==> src/rtl/telem_framer.sv <==
// telem_framer: builds telemetry frames from a sensor register map.
// A frame is SYNC0, SYNC1, SEQ, LEN, then NUM_BYTES payload bytes read from
// addresses FIRST_ADDR.. (mod 256), optionally followed by a checksum byte.
// Output uses a valid/ready handshake; each payload byte is fetched in a
// dedicated FETCH cycle before it is offered to the consumer.
// Optional feature: define TELEM_FRAMER_CHECKSUM_EN to append the CSUM byte
// (two's complement of the mod-256 sum of SEQ, LEN and the payload).
module telem_framer #(
  parameter logic [7:0] FIRST_ADDR = 8'd1,
  parameter int         NUM_BYTES  = 25,
  parameter logic [7:0] SYNC0      = 8'hA5,
  parameter logic [7:0] SYNC1      = 8'h5A
) (
  input  logic       clk,
  input  logic       rst,
  input  logic       start,
  output logic [7:0] addr,
  input  logic [7:0] data,
  output logic [7:0] tx_data,
  output logic       tx_valid,
  input  logic       tx_ready,
  output logic       busy,
  output logic       frame_done,
  output logic       overrun
);

  localparam logic [7:0] LEN_BYTE = 8'(NUM_BYTES);
  localparam logic [7:0] LAST_IDX = 8'(NUM_BYTES - 1);

  typedef enum logic [3:0] {
    ST_IDLE,
    ST_SYNC0,
    ST_SYNC1,
    ST_SEQ,
    ST_LEN,
    ST_FETCH,
    ST_PAYLOAD,
`ifdef TELEM_FRAMER_CHECKSUM_EN
    ST_CSUM,
`endif
    ST_DONE
  } state_t;

  state_t     state;
  state_t     next_state;
  logic [7:0] seq;
  logic [7:0] idx;
  logic [7:0] pay_byte;
  logic       xfer;
`ifdef TELEM_FRAMER_CHECKSUM_EN
  logic [7:0] sum;
`endif

  assign xfer = tx_valid & tx_ready;

  // State register; reset abandons any frame in flight.
  always_ff @(posedge clk) begin
    if (rst) begin
      state <= ST_IDLE;
    end else begin
      state <= next_state;
    end
  end

  // Next-state logic: header and payload states advance only on a transfer.
  always_comb begin
    next_state = state;
    unique case (state)
      ST_IDLE:    if (start) next_state = ST_SYNC0;
      ST_SYNC0:   if (xfer)  next_state = ST_SYNC1;
      ST_SYNC1:   if (xfer)  next_state = ST_SEQ;
      ST_SEQ:     if (xfer)  next_state = ST_LEN;
      ST_LEN:     if (xfer)  next_state = ST_FETCH;
      ST_FETCH:   next_state = ST_PAYLOAD;
      ST_PAYLOAD: begin
        if (xfer) begin
          if (idx == LAST_IDX) begin
`ifdef TELEM_FRAMER_CHECKSUM_EN
            next_state = ST_CSUM;
`else
            next_state = ST_DONE;
`endif
          end else begin
            next_state = ST_FETCH;
          end
        end
      end
`ifdef TELEM_FRAMER_CHECKSUM_EN
      ST_CSUM:    if (xfer)  next_state = ST_DONE;
`endif
      ST_DONE:    next_state = ST_IDLE;
      default:    next_state = ST_IDLE;
    endcase
  end

  // Output decode: byte mux, handshake valid, register address and status.
  always_comb begin
    tx_valid = 1'b0;
    tx_data  = 8'h00;
    addr     = 8'h00;
    unique case (state)
      ST_SYNC0: begin
        tx_valid = 1'b1;
        tx_data  = SYNC0;
      end
      ST_SYNC1: begin
        tx_valid = 1'b1;
        tx_data  = SYNC1;
      end
      ST_SEQ: begin
        tx_valid = 1'b1;
        tx_data  = seq;
      end
      ST_LEN: begin
        tx_valid = 1'b1;
        tx_data  = LEN_BYTE;
      end
      ST_FETCH: begin
        addr = FIRST_ADDR + idx;
      end
      ST_PAYLOAD: begin
        tx_valid = 1'b1;
        tx_data  = pay_byte;
        addr     = FIRST_ADDR + idx;
      end
`ifdef TELEM_FRAMER_CHECKSUM_EN
      ST_CSUM: begin
        tx_valid = 1'b1;
        tx_data  = 8'h00 - sum;
      end
`endif
      default: begin
        tx_valid = 1'b0;
      end
    endcase
    busy       = (state != ST_IDLE);
    frame_done = (state == ST_DONE);
    overrun    = start & (state != ST_IDLE);
  end

  // Datapath: payload index, captured register byte, sequence number and sum.
  always_ff @(posedge clk) begin
    if (rst) begin
      seq      <= 8'h00;
      idx      <= 8'h00;
      pay_byte <= 8'h00;
`ifdef TELEM_FRAMER_CHECKSUM_EN
      sum      <= 8'h00;
`endif
    end else begin
      unique case (state)
        ST_IDLE: begin
          idx <= 8'h00;
`ifdef TELEM_FRAMER_CHECKSUM_EN
          if (start) sum <= seq + LEN_BYTE;
`endif
        end
        ST_FETCH: begin
          pay_byte <= data;
`ifdef TELEM_FRAMER_CHECKSUM_EN
          sum      <= sum + data;
`endif
        end
        ST_PAYLOAD: begin
          if (xfer) idx <= idx + 8'd1;
        end
        ST_DONE: begin
          seq <= seq + 8'd1;
        end
        default: begin
          idx <= idx;
        end
      endcase
    end
  end

endmodule

==> config.mk <==
export PLATFORM = sky130hd
export DESIGN_NAME = telem_framer
export DESIGN_NICKNAME = d
export VERILOG_FILES = /design/src/rtl/telem_framer.sv
export SDC_FILE = /design/constraint.sdc
export NUM_CORES = 1
export LEC_CHECK = 0
export ABC_CLOCK_PERIOD_IN_PS = 4300
export BUFFER_PORTS_ARGS = -buffer_cell sky130_fd_sc_hd__buf_2
export CORE_MARGIN = 5
export CORE_UTILIZATION = 37
export DETAILED_ROUTE_END_ITERATION = 10
export GPL_TIMING_DRIVEN = 0
export PLACE_DENSITY_LB_ADDON = 0.25
export SYNTH_ARGS = -nofsm -noshare
export SYNTH_HDL_FRONTEND = slang
export SYNTH_SLANG_ARGS = --single-unit
==> constraint.sdc <==
create_clock -name clk -period 4.3 [get_ports clk]
set_input_delay 0.86 -clock clk [delete_from_list [all_inputs] [get_ports clk]]
set_output_delay 0.86 -clock clk [all_outputs]
set_load 0.005 [all_outputs]
==> results of run 1 <==
-- stage by stage --
| step | hold slack, ns | utilization, % |
|---|---|---|
| after floorplan | 0.452 | - |
| after global placement | 0.480 | 43.4 |
| after detailed placement | 0.486 | 43.4 |
| after CTS | 0.506 | 44.5 |
| after global routing | 0.523 | 44.5 |
| final | 0.506 | 44.5 |
-- worst paths after layout --
path	to	cells past startpoint
setup reg to reg	idx[6]$_SDFFE_PP0P_	4
setup / recovery	addr[5]	5
hold reg to reg	seq[7]$_SDFFE_PP0P_	2
hold / removal	seq[7]$_SDFFE_PP0P_	2
-- metal layers --
layer,vias up,GRT usage [%]
li1,823,-
met1,771,20.6
met2,34,20.3
met3,2,2.34
met4,0,3.26
met5,-,0
-- cell type report --
class / instances / area share [%]
timing repair buffer: 31 / 8.02
tap: 52 / 3.36
buffer: 16 / 4.40
clock buffer: 3 / 2.13
inverter: 10 / 1.94
multi-input combinational: 155 / 52.0
clock inverter: 1 / 0.259
sequential: 27 / 27.9
-- cells in the mapped netlist (all sizes together), types with 3 or more instances --
master,count
dfxtp,27
nor2,26
a21oi,15
buf,12
mux2i,11
nand2,11
inv,10
o21ai,10
or3,7
nand2b,6
nand3,6
nand4,6
nor2b,5
a221oi,4
clkbuf,4
nor3,4
xor2,4
a221o,3
and3,3
ha,3
o211a,3
-- critical path: cells and delay by family (launching register included) --
family,cells,cell delay [ns]
simple gates,1,0.30
flops,1,0.38
buf+inv,3,0.71
compound gates,1,0.19
-- flip-flops by register name, summed over array words and instances, names as in the netlist --
name and flops:
idx 8, pay_byte 8, seq 8, state 3
-- cells by family after synthesis --
| logic type | Yosys count | share of synthesized area (%) |
|---|---|---|
| simple gates | 84 | 27.3 |
| compound gates | 50 | 20.3 |
| flops | 27 | 32.4 |
| buf+inv | 26 | 7.35 |
| mux | 12 | 7.27 |
| xor+xnor | 6 | 3.15 |
| fa+ha+maj | 3 | 2.25 |
-- power groups by stage --
stage	Clock, mW	Sequential, mW	Combinational [mW]
finish	0.147	0.255	0.115
floorplan	0	0.260	0.0744
global placement	0	0.261	0.114
detailed placement	0	0.261	0.114
CTS	0.151	0.255	0.115
global route	0.161	0.255	0.127
==> results.toml, run 1 <==
[run_status]
status = "finished, final reports clean"

[clock_network]
ctsHoldBuffers = 0
cts_setup_buffers = 0
clk_latency_ns = 0.27
clockBufferDepth = 2
cts_buffers = 3
cts-root-buf = "clkbuf_8"
cts_resized = 0
cts_tree = "yes"
clkSinkCount = 27
cts.clk_slew.worst_paths_ns = 0.09
h-tree-depth = 1

[routing]
drc = 0
dr_total_vias = 1630
wl_met2_mm = 1.71
drt_iter0_markers = 93
wl_per_cell_um = 14.1
top_layer = "met4"
met3_length_um = 196
drt-total-wl_mm = 4.16
ant_nets = 0
firstDrtPassIters = 4
via_per_inst = 5.53
wl_met1_mm = 2.23

[place]
place_area_um2 = 1890
gp_congestion = 0.820
io_buffer_count = 31
hpwl_mm = 3.08
dp_slack_ns = 1.88
dp.cells = 291

[sta]
finalCriticalPeriod_ns = 2.73
finalCritPeriodShare_pct = 63.4
clock_skew_ns = 0.00483
slew_headroom_pct = 67.4
setup_violations = 0
hold_viol_final = 0
max_freq_mhz = 367
rsz0062_at_grt = "false"
finalSetupTns_ns = 0
max_slew.worst_pin.slew_ns = 0.489
drv_slew = 0
worst_slack_ns = 1.57

[cells_and_area]
final_nets = 259
fin_cells = 295
drive_above_1_share_pct = 20.2
mostFrequentLayoutCells = "39 x buf_2, 27 x dfxtp_1, 26 x nor2_1"
seq_area_um2 = 541
fillers = 436
mostFrequentLayoutCell = "buf_2"
area_growth_syn_to_layout_pct = 16.0
multi_input_area_um2 = 1010
stdcell_area_um2 = 1940
diodes = 0

[yosys]
synth_top_area_share_pct = 32.4
synth_fp_nets = 223
postSynthCellCount = 208
avgSynthCellArea_um2 = 8.02
synth_edf_count = 0
yosys_most_used_dff = "dfxtp_1"
synth-seq-cells = 27
synth_area_um2 = 1670
synth_area_leaders = "dfxtp_1 32%, mux2i_1 6.6%, nor2_1 5.8%"
ys_async_sr_fraction_pct = 0
yosysTopAreaCell = "dfxtp_1"
ys_seq_area_share_pct = 32.4
yosysWarningCount = 0
synth_cell_types = 47

[flow_run]
max_cap_viol_count = 0

[power]
p_total_mw = 0.517
p_sw_mw = 0.151
p_int_mw = 0.366
clkPwrFrac_pct = 28.5
pwr-share-seq_pct = 49.3
vdd_ir_drop_max_mv = 0.129
p_leak_nw = 0.853
power_frac_comb_pct = 22.2
p_per_area_nw_per_um2 = 267
p_sw_share_pct = 29.2

[floorplan]
die_h_um = 77.2
dieArea_um2 = 5950
die_w_um = 77.2
initial_core_util_pct = 38.3
rows = 24
core_area_um2 = 4350
io-pin-count = 32

[grt]
grt_max_degree = 16
grt_use_total_pct = 13.7
grt_overflow = 0
antenna_found_initial = 0
grt_pass1_vias = 1483
grt_pass1_wl_mm = 6.97

[critical_path]
crit_arrival_ns = 1.87
reg2reg_from = "idx[0]$_SDFFE_PP0P_"
slowest_stage = "clkbuf_1"
cp.required_ns = 3.44
endpoint_kind = "output pin"
slowest_delay_ns = 0.39
crit_path_start = "state[2]$_SDFFE_PP0P_"
cp_max_fo = 10
path_cells = "buf_4, clkbuf_1, nand2_1, a21oi_1, buf_2"
start_kind = "register"
ff2ff_setup_slack_ns = 2.75
path_class = "reg2out"

[hold_path]
hp-start = "seq[7]$_SDFFE_PP0P_"
hold_path_class = "reg2reg"
Note: power is estimated with default switching activity, not from simulation.
==> run 2, diff against run 1 <==
--- a/config.mk
+++ b/config.mk
@@ -5,7 +5,8 @@
 export SDC_FILE = /design/constraint.sdc
 export NUM_CORES = 1
 export LEC_CHECK = 0
-export ABC_CLOCK_PERIOD_IN_PS = 4300
+export ABC_AREA = 1
+export ABC_CLOCK_PERIOD_IN_PS = 2300
 export BUFFER_PORTS_ARGS = -buffer_cell sky130_fd_sc_hd__buf_2
 export CORE_MARGIN = 5
 export CORE_UTILIZATION = 37
==> constraint.sdc (replaced) <==
create_clock -name clk -period 2.3 [get_ports clk]
set_input_delay 0.46 -clock clk [delete_from_list [all_inputs] [get_ports clk]]
set_output_delay 0.46 -clock clk [all_outputs]
set_load 0.005 [all_outputs]
==> run 2 against run 1 <==
  * Count of clock-buffer cells in the layout is the same
  * Synthesized cell count up 21%
  * Worst setup slack got worse by 1.4 ns
  * Non-clock buffer count decreased by 14
  * Critical path depth increased by 2
  * Cell count is 15% higher
  * Combinational power grew to 6.9 times the previous value
  * Global-route usage decreased by 0.78 points
  * Wire length is 11% lower
  * Worst hold slack lost 0.11 ns
  * Critical path type unchanged
  * Critical endpoint is now addr[1]
  * Largest power group is now combinational cells
==> results.toml, run 2 <==
[clock_network]
clk_latency_ns = 0.28
h-tree-depth = 1
cts_resized = 0
clkSinkCount = 27
clockBufferDepth = 2
cts-root-buf = "clkbuf_8"
cts.clk_slew.worst_paths_ns = 0.10
cts_tree = "yes"
cts_buffers = 3
ctsHoldBuffers = 0
cts_setup_buffers = 0

[yosys]
ys_seq_area_share_pct = 33.4
postSynthCellCount = 252
synth_fp_nets = 267
yosysTopAreaCell = "dfxtp_1"
avgSynthCellArea_um2 = 6.42
synth_top_area_share_pct = 33.4
synth_commonest_cells = "55 x nand2_1, 46 x nor2_1, 31 x inv_1, 27 x dfxtp_1, 25 x o21ai_0"
synth_cell_types = 25
synth-seq-cells = 27
ys_async_sr_fraction_pct = 0
synth_edf_count = 0
synth_area_um2 = 1620
yosys.cell_count.top_type = "nand2_1"
yosys_most_used_dff = "dfxtp_1"
yosysWarningCount = 0
synth_area_leaders = "dfxtp_1 33%, nand2_1 13%, nor2_1 11%"

[hold_path]
min_path_cells = 3
hp-start = "data[3]"
min_to = "pay_byte[3]$_SDFFE_PP0P_"
hold_path_class = "in2reg"

[routing]
dr_total_vias = 1565
wl_per_cell_um = 11.0
drt_iter0_markers = 65
firstDrtPassIters = 4
ant_nets = 0
via_per_inst = 4.63
drt-total-wl_mm = 3.71
drc = 0

[floorplan]
rows = 24
dieArea_um2 = 5800
die_w_um = 76.2
io-pin-count = 32
initial_core_util_pct = 37.7
die_h_um = 76.2
core_area_um2 = 4290

[critical_path]
ff2ff_setup_slack_ns = 0.90
cp_max_fo = 9
reg2reg_from = "state[1]$_SDFFE_PP0P_"
cp.required_ns = 1.84
ff2ff_path_depth = 8
crit_arrival_ns = 1.65
start_kind = "register"
endpoint_kind = "output pin"
path_class = "reg2out"
timing.rr.end = "idx[1]$_SDFFE_PP0P_"

[place]
io_buffer_count = 30
gp_congestion = 0.771
dp.cells = 334
hpwl_mm = 2.95

[sta]
clock_skew_ns = 0.0101
slew_headroom_pct = 80.8
finalCritPeriodShare_pct = 91.8
rsz0062_at_grt = "false"
max_slew.worst_pin.slew_ns = 0.288
drv_slew = 0
finalCriticalPeriod_ns = 2.11
hold_viol_final = 0
finalSetupTns_ns = 0
setup_violations = 0
max_freq_mhz = 474

[cells_and_area]
diodes = 0
mostFrequentLayoutCells = "55 x nand2_1, 46 x nor2_1, 32 x buf_2"
drive_above_1_share_pct = 20.6
reg.largest.list = "idx: 8 flops, pay_byte: 8 flops, seq: 8 flops"
fin_util_pct = 43.9
final_nets = 302
fin_cells = 338
fillers = 477
area_growth_syn_to_layout_pct = 16.3
mostFrequentLayoutCell = "nand2_1"

[run_status]
status = "finished, final reports clean"

[power]
p_sw_share_pct = 43.5
pwr-share-seq_pct = 36.3
p_sw_mw = 0.734
p_int_mw = 0.952
clkPwrFrac_pct = 16.5
p_leak_nw = 0.951
vdd_ir_drop_max_mv = 0.492
power_frac_comb_pct = 47.2
p_per_area_nw_per_um2 = 895

[grt]
grt_pass1_wl_mm = 6.38
grt_overflow = 0
grt_max_degree = 17
grt_pass1_vias = 1427
antenna_found_initial = 0
grt_use_total_pct = 13.0

[flow_run]
max_cap_viol_count = 0
-- run 2: cell types whose count changed after synthesis, sizes merged, moves of 6 or more --
cell	change
or3	-7
nand2b	-6
nand3	+12
mux2i	-11
buf	-10
nand2	+50
nor2	+27
inv	+29
o21ai	+15
nand4	-6
-- run 2: power by group through the flow --
stage,Clock (mW),Sequential (mW),Combinational [mW]
after floorplan,0,0.606,0.571
after global placement,0,0.621,0.787
after detailed placement,0,0.622,0.798
after CTS,0.291,0.611,0.801
after global routing,0.312,0.626,0.926
final,0.278,0.611,0.796
-- run 2: worst max path at each step --
stage                               start       to  slack (ns)  cells after the start
floorplan             idx[0]$_SDFFE_PP0P_  addr[6]        0.79                      7
global placement    state[2]$_SDFFE_PP0P_  addr[1]        0.51                      7
detailed placement  state[2]$_SDFFE_PP0P_  addr[1]        0.51                      7
CTS                 state[2]$_SDFFE_PP0P_  addr[1]        0.18                      7
global route        state[2]$_SDFFE_PP0P_  addr[1]        0.02                      7
finish              state[2]$_SDFFE_PP0P_  addr[1]        0.19                      7
-- run 2: cell families after synthesis --
| group | synth area share (%) |
|---|---|
| and+or+nand+nor | 39.6 |
| AOI/OAI and AO/OA | 14.1 |
| buffers and inverters | 10.1 |
| DFF | 33.4 |
| adders and majority gates | 2.32 |
| xor gates and xnor gates | 0.541 |
-- run 2: per-stage QoR --
step                hold WS (ns)  instance area, um^2  total power [mW]  worst slack (ns)
global route               0.402                 1880              1.86            0.0239
finish                     0.399                 1880              1.69             0.189
detailed placement         0.478                 1830              1.42             0.506
floorplan                  0.456                 1620              1.18             0.790
CTS                        0.397                 1880              1.70             0.177
global placement           0.468                 1830              1.41             0.514
-- run 2: worst max-delay path: stages (launching register included) --
cell and delay [ns]:
dfxtp_1 0.48, nand2_4 0.13, nor2_4 0.21, inv_2 0.12, nand2_1 0.10, inv_2 0.08, nor2_1 0.13, buf_2 0.13
-- run 2: area by class of cell --
cell class	instances	area [um^2]	area share (%)
clock inverters	1	7.51	0.399
multi-input cells	183	915	48.6
repair buffers	30	150	7.97
inverters	39	149	7.91
well taps	52	65.1	3.46
flip-flops and latches	27	541	28.7
clock buffers	3	41.3	2.19
plain buffers	3	15.0	0.797
-- run 2: layer usage --
metal / vias up / GRT usage (%) / wire length (um)
met4: 0 / 2.62 / 33
li1: 863 / - / -
met1: 669 / 17.5 / 1780
met2: 29 / 20.5 / 1690
met3: 4 / 3.78 / 220
met5: - / 0 / 0
==> run 3, diff against run 2 <==
--- a/config.mk
+++ b/config.mk
@@ -9,7 +9,7 @@
 export ABC_CLOCK_PERIOD_IN_PS = 2300
 export BUFFER_PORTS_ARGS = -buffer_cell sky130_fd_sc_hd__buf_2
 export CORE_MARGIN = 5
-export CORE_UTILIZATION = 37
+export CORE_UTILIZATION = 49
 export DETAILED_ROUTE_END_ITERATION = 10
 export GPL_TIMING_DRIVEN = 0
 export PLACE_DENSITY_LB_ADDON = 0.25
==> constraint.sdc (replaced) <==
create_clock -name clk -period 2.3 [get_ports clk]
set_input_delay 0 -clock clk [delete_from_list [all_inputs] [get_ports clk]]
set_output_delay 0 -clock clk [all_outputs]
set_load 0.005 [all_outputs]
==> run 3 against run 2 <==
  * Combinational power grew 1%
  * Sequential power is essentially flat
  * Clock skew is 0.0064 ns higher
==> results.toml, run 3 (synthesis results as in run 2) <==
[grt]
grt_use_total_pct = 18.0
grt_overflow = 0
antenna_found_initial = 0
grt_pass1_vias = 1535
grt_pass1_wl_mm = 6.44
grt_max_degree = 16

[power]
clkPwrFrac_pct = 12.7
power_frac_comb_pct = 49.7
p_sw_mw = 0.719
pwr-share-seq_pct = 37.7
p_sw_share_pct = 44.3
p_per_area_nw_per_um2 = 836
p_leak_nw = 0.984
p_total_mw = 1.62
p_int_mw = 0.904
vdd_ir_drop_max_mv = 0.425

[critical_path]
crit_path_start = "state[2]$_SDFFE_PP0P_"
endpoint_kind = "output pin"
start_kind = "register"
endpoint = "addr[2]"
path_cells = "nand2_4, nor2_4, inv_2, nand2_1, inv_2, nor3_2, buf_2"
slowest_delay_ns = 0.50
crit_arrival_ns = 1.68
cpMostUsedCell = "inv_2"
reg2reg_from = "state[2]$_SDFFE_PP0P_"
ff2ff_setup_slack_ns = 0.95
cp_max_fo = 9
path_class = "reg2out"
slowest_stage = "dfxtp_1"
timing.rr.end = "idx[1]$_SDFFE_PP0P_"
cp.required_ns = 2.30
ff2ff_path_depth = 7

[sta]
setup_violations = 0
max_slew.worst_pin.slew_ns = 0.296
hold_viol_final = 0
clock_skew_ns = 0.0165
finalSetupTns_ns = 0
finalCriticalPeriod_ns = 1.68
slew_headroom_pct = 80.2
rsz0062_at_grt = "false"
drv_slew = 0
max_freq_mhz = 594
worst_slack_ns = 0.617
finalCritPeriodShare_pct = 73.2

[place]
hpwl_mm = 2.83
dp_slack_ns = 0.949
dp.cells = 326
io_buffer_count = 30
gp_congestion = 0.774

[floorplan]
core_area_um2 = 3100
rows = 20
io-pin-count = 32
die_w_um = 67.5
initial_core_util_pct = 52.2
die_h_um = 67.5
dieArea_um2 = 4550

[routing]
via_per_inst = 4.82
drc = 0
ant_nets = 0
firstDrtPassIters = 4
drt_iter0_markers = 82
dr_total_vias = 1635
drt-total-wl_mm = 3.72
wl_per_cell_um = 11.0

[clock_network]
h-tree-depth = 1
clockBufferDepth = 2
cts_buffers = 3
cts_tree = "yes"
clk_latency_ns = 0.33
cts-root-buf = "clkbuf_4"
clkSinkCount = 27
cts.clk_slew.worst_paths_ns = 0.13

[hold_path]
hold_path_class = "in2reg"

[run_status]
status = "finished, final reports clean"

[cells_and_area]
mostFrequentLayoutCells = "55 x nand2_1, 46 x nor2_1, 32 x buf_2"
final_nets = 311
diodes = 0
reg.largest.list = "idx: 8 flops, pay_byte: 8 flops, seq: 8 flops"
fin_cells = 339
drive_above_1_share_pct = 20.0
mostFrequentLayoutCell = "nand2_1"
area_growth_syn_to_layout_pct = 19.9
fillers = 320

[flow_run]
max_cap_viol_count = 0
[run 3: per-stage QoR]
step | util, % | hold slack, ns | cell area, um^2
6_report | 62.6 | 0.0499 | 1940
5_1_grt | 62.6 | 0.0484 | 1940
4_1_cts | 62.6 | 0.0381 | 1940
3_5_place_dp | 58.8 | 0.229 | 1820
3_3_place_gp | 58.8 | 0.220 | 1820
2_1_floorplan | - | 0.0923 | 1620
[run 3: critical path: cells and delay by family (launching register included)]
kind,cells,cell delay (ns)
buf+inv,3,0.33
simple gates,4,0.53
flops,1,0.50
[run 3: routing by layer]
metal  wire [um]  vias up  track usage [%]
met5           0        -                0
met2        1850       33             33.0
met3         135        4             1.66
li1            -      886                -
met4          42        0             6.08
met1        1680      712             21.7
[run 3: timing repair]
| item | 4_1_cts | 5_1_grt |
|---|---|---|
| buffers inserted | 0 | 0 |
| resized for setup | 0 | 0 |
| hold buffers | 9 | 0 |
| hold endpoints to repair | 16 | 0 |
[run 3: power groups by stage]
stage               combinational, mW  clock (mW)  sequential [mW]
floorplan                       0.571           0            0.606
global placement                0.773           0            0.621
detailed placement              0.790           0            0.622
CTS                             0.806       0.216            0.611
global route                    0.931       0.232            0.622
finish                          0.807       0.206            0.611
[run 3: layout make-up]
type / instances / area (um^2) / share of cell area (%)
Buffer: 3 / 15.0 / 0.773
Multi-Input combinational cell: 183 / 915 / 47.1
Clock inverter: 1 / 5.00 / 0.258
Tap cell: 44 / 55.1 / 2.84
Inverter: 39 / 149 / 7.67
Timing Repair Buffer: 39 / 240 / 12.4
Sequential cell: 27 / 541 / 27.8
Clock buffer: 3 / 22.5 / 1.16
[run 3: how the worst min path moves through the flow]
stage	startpoint	endpoint	slack, ns	cells after the start
after floorplan	start	overrun	0.09	2
after global placement	data[2]	pay_byte[2]$_SDFFE_PP0P_	0.22	3
after detailed placement	data[1]	pay_byte[1]$_SDFFE_PP0P_	0.23	3
after CTS	tx_ready	idx[6]$_SDFFE_PP0P_	0.04	4
after global routing	tx_ready	idx[6]$_SDFFE_PP0P_	0.05	4
final	tx_ready	idx[7]$_SDFFE_PP0P_	0.05	4
